$ cat src/rtl/path_pkg.sv
// Shared path-record layout: 15 slots of 7 bits {marker, ticks[3:0], M2, M1}, newest in slot 0.
package path_pkg;

    localparam int SLOT_W     = 7;
    localparam int SLOT_COUNT = 15;
    localparam int PATH_W     = SLOT_W * SLOT_COUNT;
    localparam int MOT_LSB    = 0;
    localparam int TICK_LSB   = 2;
    localparam int MARK_BIT   = 6;

    typedef enum logic [1:0] {
        ST_IDLE,
        ST_RUN,
        ST_LAST,
        ST_DONE
    } state_t;

    typedef struct packed {
        logic       marker;
        logic [3:0] ticks;
        logic       m2;
        logic       m1;
    } slot_t;

    // Out-of-range indices return an empty slot so callers never read past the record.
    function automatic slot_t get_slot(input logic [PATH_W-1:0] path, input logic [3:0] idx);
        slot_t s;
        s = '0;
        if (int'(idx) < SLOT_COUNT)
            s = slot_t'(path[int'(idx)*SLOT_W +: SLOT_W]);
        return s;
    endfunction

endpackage

$ cat src/rtl/path_replayer_if.sv
// Control, record image and motor/status outputs of the path replayer.
interface path_replayer_if;
    import path_pkg::*;

    logic              start;
    logic              abort;
    logic [PATH_W-1:0] path_data;
    logic [3:0]        entry_cnt;
    logic              M1;
    logic              M2;
    logic              busy;
    logic              done;
    logic [3:0]        cur_slot;
    logic              err;

    modport master (
        output start, abort, path_data, entry_cnt,
        input  M1, M2, busy, done, cur_slot, err
    );

    modport slave (
        input  start, abort, path_data, entry_cnt,
        output M1, M2, busy, done, cur_slot, err
    );
endinterface

$ cat src/rtl/replay_tick_timer.sv
// Cycle prescaler plus 4-bit tick down-counter; expire flags the last cycle of the loaded duration.
// A loaded count of 0 expires immediately (one-cycle hold); N>0 expires after N*TICK_CYCLES cycles.
module replay_tick_timer #(
    parameter int TICK_CYCLES = 7644
) (
    input  logic       clk,
    input  logic       rst,
    input  logic       en,
    input  logic       load,
    input  logic [3:0] load_ticks,
    output logic       expire
);
    localparam int CW = (TICK_CYCLES > 1) ? $clog2(TICK_CYCLES) : 1;
    localparam logic [CW-1:0] CYC_MAX = CW'(TICK_CYCLES - 1);

    logic [CW-1:0] cyc;
    logic [3:0]    tick_rem;
    logic          wrap;

    assign wrap   = (cyc == CYC_MAX);
    assign expire = en && ((tick_rem == 4'd0) || (tick_rem == 4'd1 && wrap));

    always_ff @(posedge clk) begin
        if (rst) begin
            cyc      <= '0;
            tick_rem <= '0;
        end else if (load) begin
            cyc      <= '0;
            tick_rem <= load_ticks;
        end else if (en) begin
            if (wrap) begin
                cyc <= '0;
                if (tick_rem != 4'd0)
                    tick_rem <= tick_rem - 4'd1;
            end else begin
                cyc <= cyc + 1'b1;
            end
        end
    end
endmodule

$ cat src/rtl/path_replayer.sv
// Replays a recorded motor path oldest-first with recorded timing; outputs registered, 1-cycle start latency.
// Optional marker-bit format check enabled by defining PATH_CHECK_EN.
module path_replayer
    import path_pkg::*;
#(
    parameter int TICK_CYCLES     = 7644,
    parameter int LAST_HOLD_TICKS = 4
) (
    input  logic           clk,
    input  logic           rst,
    path_replayer_if.slave bus
);
    localparam logic [3:0] LAST_T = 4'(LAST_HOLD_TICKS);

    state_t            state;
    logic [PATH_W-1:0] snap;
    logic [3:0]        cur_slot;
    logic [1:0]        mot;
    logic              busy;
    logic              done;
    logic              err;

    logic [3:0] next_slot;
    slot_t      first_s, prime_s, next_s, reload_s;
    logic       mark_bad;
    logic       expire;
    logic       tmr_load;
    logic [3:0] tmr_ticks;

    assign next_slot = cur_slot - 4'd1;
    assign first_s   = get_slot(bus.path_data, bus.entry_cnt - 4'd1);
    assign prime_s   = get_slot(bus.path_data, bus.entry_cnt - 4'd2);
    assign next_s    = get_slot(snap, next_slot);
    assign reload_s  = get_slot(snap, next_slot - 4'd1);

`ifdef PATH_CHECK_EN
    always_comb begin
        mark_bad = 1'b0;
        for (int k = 0; k < SLOT_COUNT; k++)
            if (k < int'(bus.entry_cnt))
                mark_bad = mark_bad | bus.path_data[k*SLOT_W + MARK_BIT];
    end
`else
    assign mark_bad = 1'b0;
`endif

    // Slot k's ticks field times slot k+1, so each load looks one slot ahead of the one being driven.
    always_comb begin
        tmr_load  = 1'b0;
        tmr_ticks = LAST_T;
        if (!bus.abort) begin
            if (state == ST_IDLE && bus.start && !mark_bad && bus.entry_cnt != 4'd0) begin
                tmr_load = 1'b1;
                if (bus.entry_cnt != 4'd1)
                    tmr_ticks = prime_s.ticks;
            end else if (state == ST_RUN && expire) begin
                tmr_load = 1'b1;
                if (next_slot != 4'd0)
                    tmr_ticks = reload_s.ticks;
            end
        end
    end

    replay_tick_timer #(.TICK_CYCLES(TICK_CYCLES)) u_timer (
        .clk        (clk),
        .rst        (rst),
        .en         (state == ST_RUN || state == ST_LAST),
        .load       (tmr_load),
        .load_ticks (tmr_ticks),
        .expire     (expire)
    );

    always_ff @(posedge clk) begin
        if (rst) begin
            state    <= ST_IDLE;
            snap     <= '0;
            cur_slot <= '0;
            mot      <= 2'b00;
            busy     <= 1'b0;
            done     <= 1'b0;
            err      <= 1'b0;
        end else if (bus.abort) begin
            state    <= ST_IDLE;
            cur_slot <= '0;
            mot      <= 2'b00;
            busy     <= 1'b0;
            done     <= 1'b0;
        end else begin
            case (state)
                ST_IDLE: begin
                    done <= 1'b0;
                    if (bus.start) begin
                        err <= mark_bad;
                        if (mark_bad || bus.entry_cnt == 4'd0) begin
                            state <= ST_DONE;
                            done  <= 1'b1;
                        end else begin
                            snap     <= bus.path_data;
                            cur_slot <= bus.entry_cnt - 4'd1;
                            mot      <= {first_s.m2, first_s.m1};
                            busy     <= 1'b1;
                            state    <= (bus.entry_cnt == 4'd1) ? ST_LAST : ST_RUN;
                        end
                    end
                end
                ST_RUN: begin
                    if (expire) begin
                        cur_slot <= next_slot;
                        mot      <= {next_s.m2, next_s.m1};
                        if (next_slot == 4'd0)
                            state <= ST_LAST;
                    end
                end
                ST_LAST: begin
                    if (expire) begin
                        mot   <= 2'b00;
                        busy  <= 1'b0;
                        done  <= 1'b1;
                        state <= ST_DONE;
                    end
                end
                default: begin
                    done  <= 1'b0;
                    state <= ST_IDLE;
                end
            endcase
        end
    end

    assign bus.M1       = mot[0];
    assign bus.M2       = mot[1];
    assign bus.busy     = busy;
    assign bus.done     = done;
    assign bus.cur_slot = cur_slot;
    assign bus.err      = err;
endmodule
$ cat src/flat_wrapper.sv
// flat-port wrapper written by rule: the top's interface ports become plain ports
module path_replayer_flat import path_pkg::*;
#(
    parameter int TICK_CYCLES     = 7644,
    parameter int LAST_HOLD_TICKS = 4
)
  (clk, rst, bus_start, bus_abort, bus_path_data, bus_entry_cnt, bus_M1, bus_M2, bus_busy, bus_done, bus_cur_slot, bus_err);
  path_replayer_if bus_i ();
  input  logic clk;
  input  logic rst;
  input wire logic [$bits(bus_i.start)-1:0] bus_start;
  input wire logic [$bits(bus_i.abort)-1:0] bus_abort;
  input wire logic [$bits(bus_i.path_data)-1:0] bus_path_data;
  input wire logic [$bits(bus_i.entry_cnt)-1:0] bus_entry_cnt;
  output wire logic [$bits(bus_i.M1)-1:0] bus_M1;
  output wire logic [$bits(bus_i.M2)-1:0] bus_M2;
  output wire logic [$bits(bus_i.busy)-1:0] bus_busy;
  output wire logic [$bits(bus_i.done)-1:0] bus_done;
  output wire logic [$bits(bus_i.cur_slot)-1:0] bus_cur_slot;
  output wire logic [$bits(bus_i.err)-1:0] bus_err;
  assign bus_i.start = bus_start;
  assign bus_i.abort = bus_abort;
  assign bus_i.path_data = bus_path_data;
  assign bus_i.entry_cnt = bus_entry_cnt;
  assign bus_M1 = bus_i.M1;
  assign bus_M2 = bus_i.M2;
  assign bus_busy = bus_i.busy;
  assign bus_done = bus_i.done;
  assign bus_cur_slot = bus_i.cur_slot;
  assign bus_err = bus_i.err;
  path_replayer #(.TICK_CYCLES(TICK_CYCLES), .LAST_HOLD_TICKS(LAST_HOLD_TICKS)) u_core (.clk(clk), .rst(rst), .bus(bus_i));
endmodule
$ cat config.mk
export PLATFORM = sky130hd
export DESIGN_NAME = path_replayer_flat
export DESIGN_NICKNAME = d
export VERILOG_FILES = /design/src/rtl/path_pkg.sv /design/src/rtl/path_replayer_if.sv /design/src/rtl/replay_tick_timer.sv /design/src/rtl/path_replayer.sv /design/src/flat_wrapper.sv
export SDC_FILE = /design/constraint.sdc
export NUM_CORES = 1
export LEC_CHECK = 0
export BUFFER_PORTS_ARGS = -buffer_cell sky130_fd_sc_hd__buf_2
export CAP_MARGIN = 20
export CORE_ASPECT_RATIO = 1.4
export CORE_MARGIN = 5
export CORE_UTILIZATION = 40
export DETAILED_ROUTE_END_ITERATION = 7
export GPL_ROUTABILITY_DRIVEN = 0
export PLACE_DENSITY = 0.6
export SYNTH_ARGS = -nofsm -noshare
export SYNTH_HDL_FRONTEND = slang
export SYNTH_SLANG_ARGS = --single-unit
$ cat constraint.sdc
create_clock -name clk -period 3.9 [get_ports clk]
set_input_delay 0 -clock clk [delete_from_list [all_inputs] [get_ports clk]]
set_output_delay 0 -clock clk [all_outputs]
set_load 0.01 [all_outputs]
==> run metrics <==
first-pass GRT wire length 32150 um; Multi-input gate area 3872 um^2; most common library cells after synthesis nand2_1, dfxtp_1, a21oi_1, nor2_1, clkbuf_1; All-Layer GR Usage around a fifth; post-route antenna net violation count 0; # IOs 122; Area contributors post-synth dfxtp_1, nand2_1, mux4_2; final setup TNS 0 ns; Post-synth ARST share 0%; Worst Tran Pin Value 0.9572 ns; Detailed Route WL 20110 um; yosys warns 0; Min-Delay Path Class in -> reg; Final Max Slew Viols 0; CP Class reg -> reg; r2r setup slk 0.97 ns; Final setup viols 0; post-CTS resize count 0; CP Depth 8; initial core utilization 40.57%; top-count cell post-synth nand2_1; hold path depth 4; row cnt 55; Max stage delay on crit path 0.86 ns; Highest Clock Rate 341.2 MHz; GR Overflow Total 0; area leader, netlist dfxtp_1; Syn Std Cell Area 6533 um^2; crit start category register; Final Skew approximately 0.0057 ns; hold buffers post-CTS 91; Hold WS 0.01289 ns; R2R depth 8; Yosys reg bits 117; final critical-path required period 2.930 ns; vias 6265; dpl hpwl 13890 um; Clock Latency Late Sink 0.42 ns; WP data required 4.20 ns; Buf/Inv on CP 1; Seq/Total Area, Yosys 35.86%; via/cell ratio between 5 and 6; H-tree depth 4; unrepaired setup endpoints after global routing false; critical path fanouts, max 11; Yosys cell types 65; initial antenna violation count 0; Sequential Area 2342 um^2; worst vdd ir about 0.25 mV; static leakage 3.350 nW; setup bufs post-CTS 0; root buffer cell clkbuf_16; area of the die 19020 um^2; Layout area overhead 32.14%; area of the core approximately 16000 um^2; Crit. End Element register; fillers around 1500; crit-path cells clkinv_1 -> ha_1 -> mux4_2 -> nand2_1 -> o31ai_1 -> a221oi_2 -> o311a_1 -> nor3_1; top cell type's share of synthesized area 35.86%; Avg Cell Area, Syn ~8.4 um^2; share of cells above drive strength 1 20.77%; Iter 0 DRT Violations 432; Wirelength per Cell 17.30 um; Fin. Hold Viols 0; number of CTS-inserted buffers 17; Total Nets Final 1080; total power density per cell area 409.8 nW/um^2; clock sink count 117; Slew headroom 36.18%; critical path data arrival time 3.23 ns; die height 161.2 um; status finished, final reports clean; critical-path cell with the highest stage delay ha_1; CTS tree yes; Final Cycle Share 75.14%; largest net degree at the start of global routing 94; DRT Pass-1 Iters 5; CTS Buffer Depth 2; Reg clk slew, reported paths 0.05 ns; synthesized net count 912; Max Cap Viol 0; IO Port Bufs 105; Main synth FF type dfxtp_1; vias in the first global route 6282; Post-Syn Instances 782; Residual DRC 0; Die W around 120 um; cell family with most CP delay adder cells; EDFF count, synth 0; ANT cells 0
## placed cells by master, fill, tap and decap left out, types with 11 or more instances in the layout
| cell | synthesis | routed |
|---|---|---|
| nand2_1 | 226 | 226 |
| dfxtp_1 | 117 | 117 |
| a21oi_1 | 112 | 112 |
| buf_2 | 10 | 105 |
| dlygate4sd3_1 | 0 | 91 |
| nor2_1 | 37 | 37 |
| mux4_2 | 35 | 35 |
| inv_1 | 17 | 17 |
| ha_1 | 17 | 17 |
| clkbuf_16 | 0 | 17 |
| mux2i_1 | 14 | 14 |
| o21ai_0 | 14 | 14 |
| nand3_1 | 12 | 12 |
| xnor2_1 | 11 | 11 |
## final timing paths
kind | start | end
worst max-delay path | u_core.bus.cur_slot[0]$_SDFFE_PP0P_ | u_core.mot[0]$_SDFFE_PP0P_
worst min-delay path | bus_abort | u_core.state[0]$_SDFFE_PP0P_
worst max register to register | u_core.bus.cur_slot[0]$_SDFFE_PP0P_ | u_core.mot[0]$_SDFFE_PP0P_
worst min register to register | u_core.snap[46]$_SDFFE_PP0P_ | u_core.snap[46]$_SDFFE_PP0P_
## sequential cells by signal (all words and copies together), names as in the netlist
name                     flops
u_core.snap                 90
u_core.u_timer.cyc          13
u_core.mot                   2
u_core.bus.busy              1
u_core.state                 2
u_core.u_timer.tick_rem      4
u_core.bus.cur_slot          4
u_core.bus.done              1
## worst reg2reg max path: stages, from the launching register on
cell and delay, ns:
dfxtp_1 0.33, clkinv_1 0.35, ha_1 0.86, mux4_2 0.58
nand2_1 0.08, o31ai_1 0.11, a221oi_2 0.25, o311a_1 0.21
nor3_1 0.05
## report_power, final
part / leakage (nW) / internal (mW) / switching [mW]
Clock: 0.289 / 0.991 / 0.567
Sequential: 0.953 / 1.26 / 0.0364
Combinational: 2.11 / 0.310 / 0.375
Total: 3.35 / 2.56 / 0.978
## through the flow
stage | cells | util [%] | setup WS [ns] | power [mW] | instance area (um^2)
2_1_floorplan | 782 | - | 1.188 | 1.730 | 6533
3_3_place_gp | 1039 | 44.25 | 0.9995 | 1.929 | 7126
3_5_place_dp | 1039 | 44.25 | 0.9896 | 1.932 | 7126
4_1_cts | 1162 | 53.61 | 0.9533 | 3.561 | 8632
5_1_grt | 1162 | 53.61 | 0.8239 | 3.686 | 8632
6_report | 1162 | 53.61 | 0.9695 | 3.537 | 8632
## area by class of cell
cell class                      instances  share of cell area (%)
Multi-Input combinational cell        592                   44.86
Sequential cell                       117                   27.13
Timing Repair Buffer                  203                   17.39
Clock buffer                           21                   5.450
Tap cell                              199                   2.884
Clock inverter                         11                   1.449
Inverter                               19                  0.8262
## layer usage
metal	vias up	global-route usage (%)	share of wire, %
met3	37	3.608	3.5
met5	-	0	0
met4	0	8.555	3.1
met2	167	39.19	54
li1	3071	-	-
met1	2990	23.54	39
## cell families (layout without fill, tap and decap cells)
logic type | Yosys count | after routing | share of synthesized area [%]
AO/OA/AOI/OAI | 171 | 171 | 15.48
XOR/XNOR | 21 | 21 | 3.160
adder cells (fa/ha/maj) | 17 | 17 | 3.256
buffers and inverters | 73 | 254 | 4.961
flip-flops | 117 | 117 | 35.86
multiplexers | 58 | 58 | 15.99
other | 1 | 1 | 0.05741
AND/OR/NAND/NOR | 324 | 324 | 21.24
No activity file was read; power rests on OpenSTA's default activity.
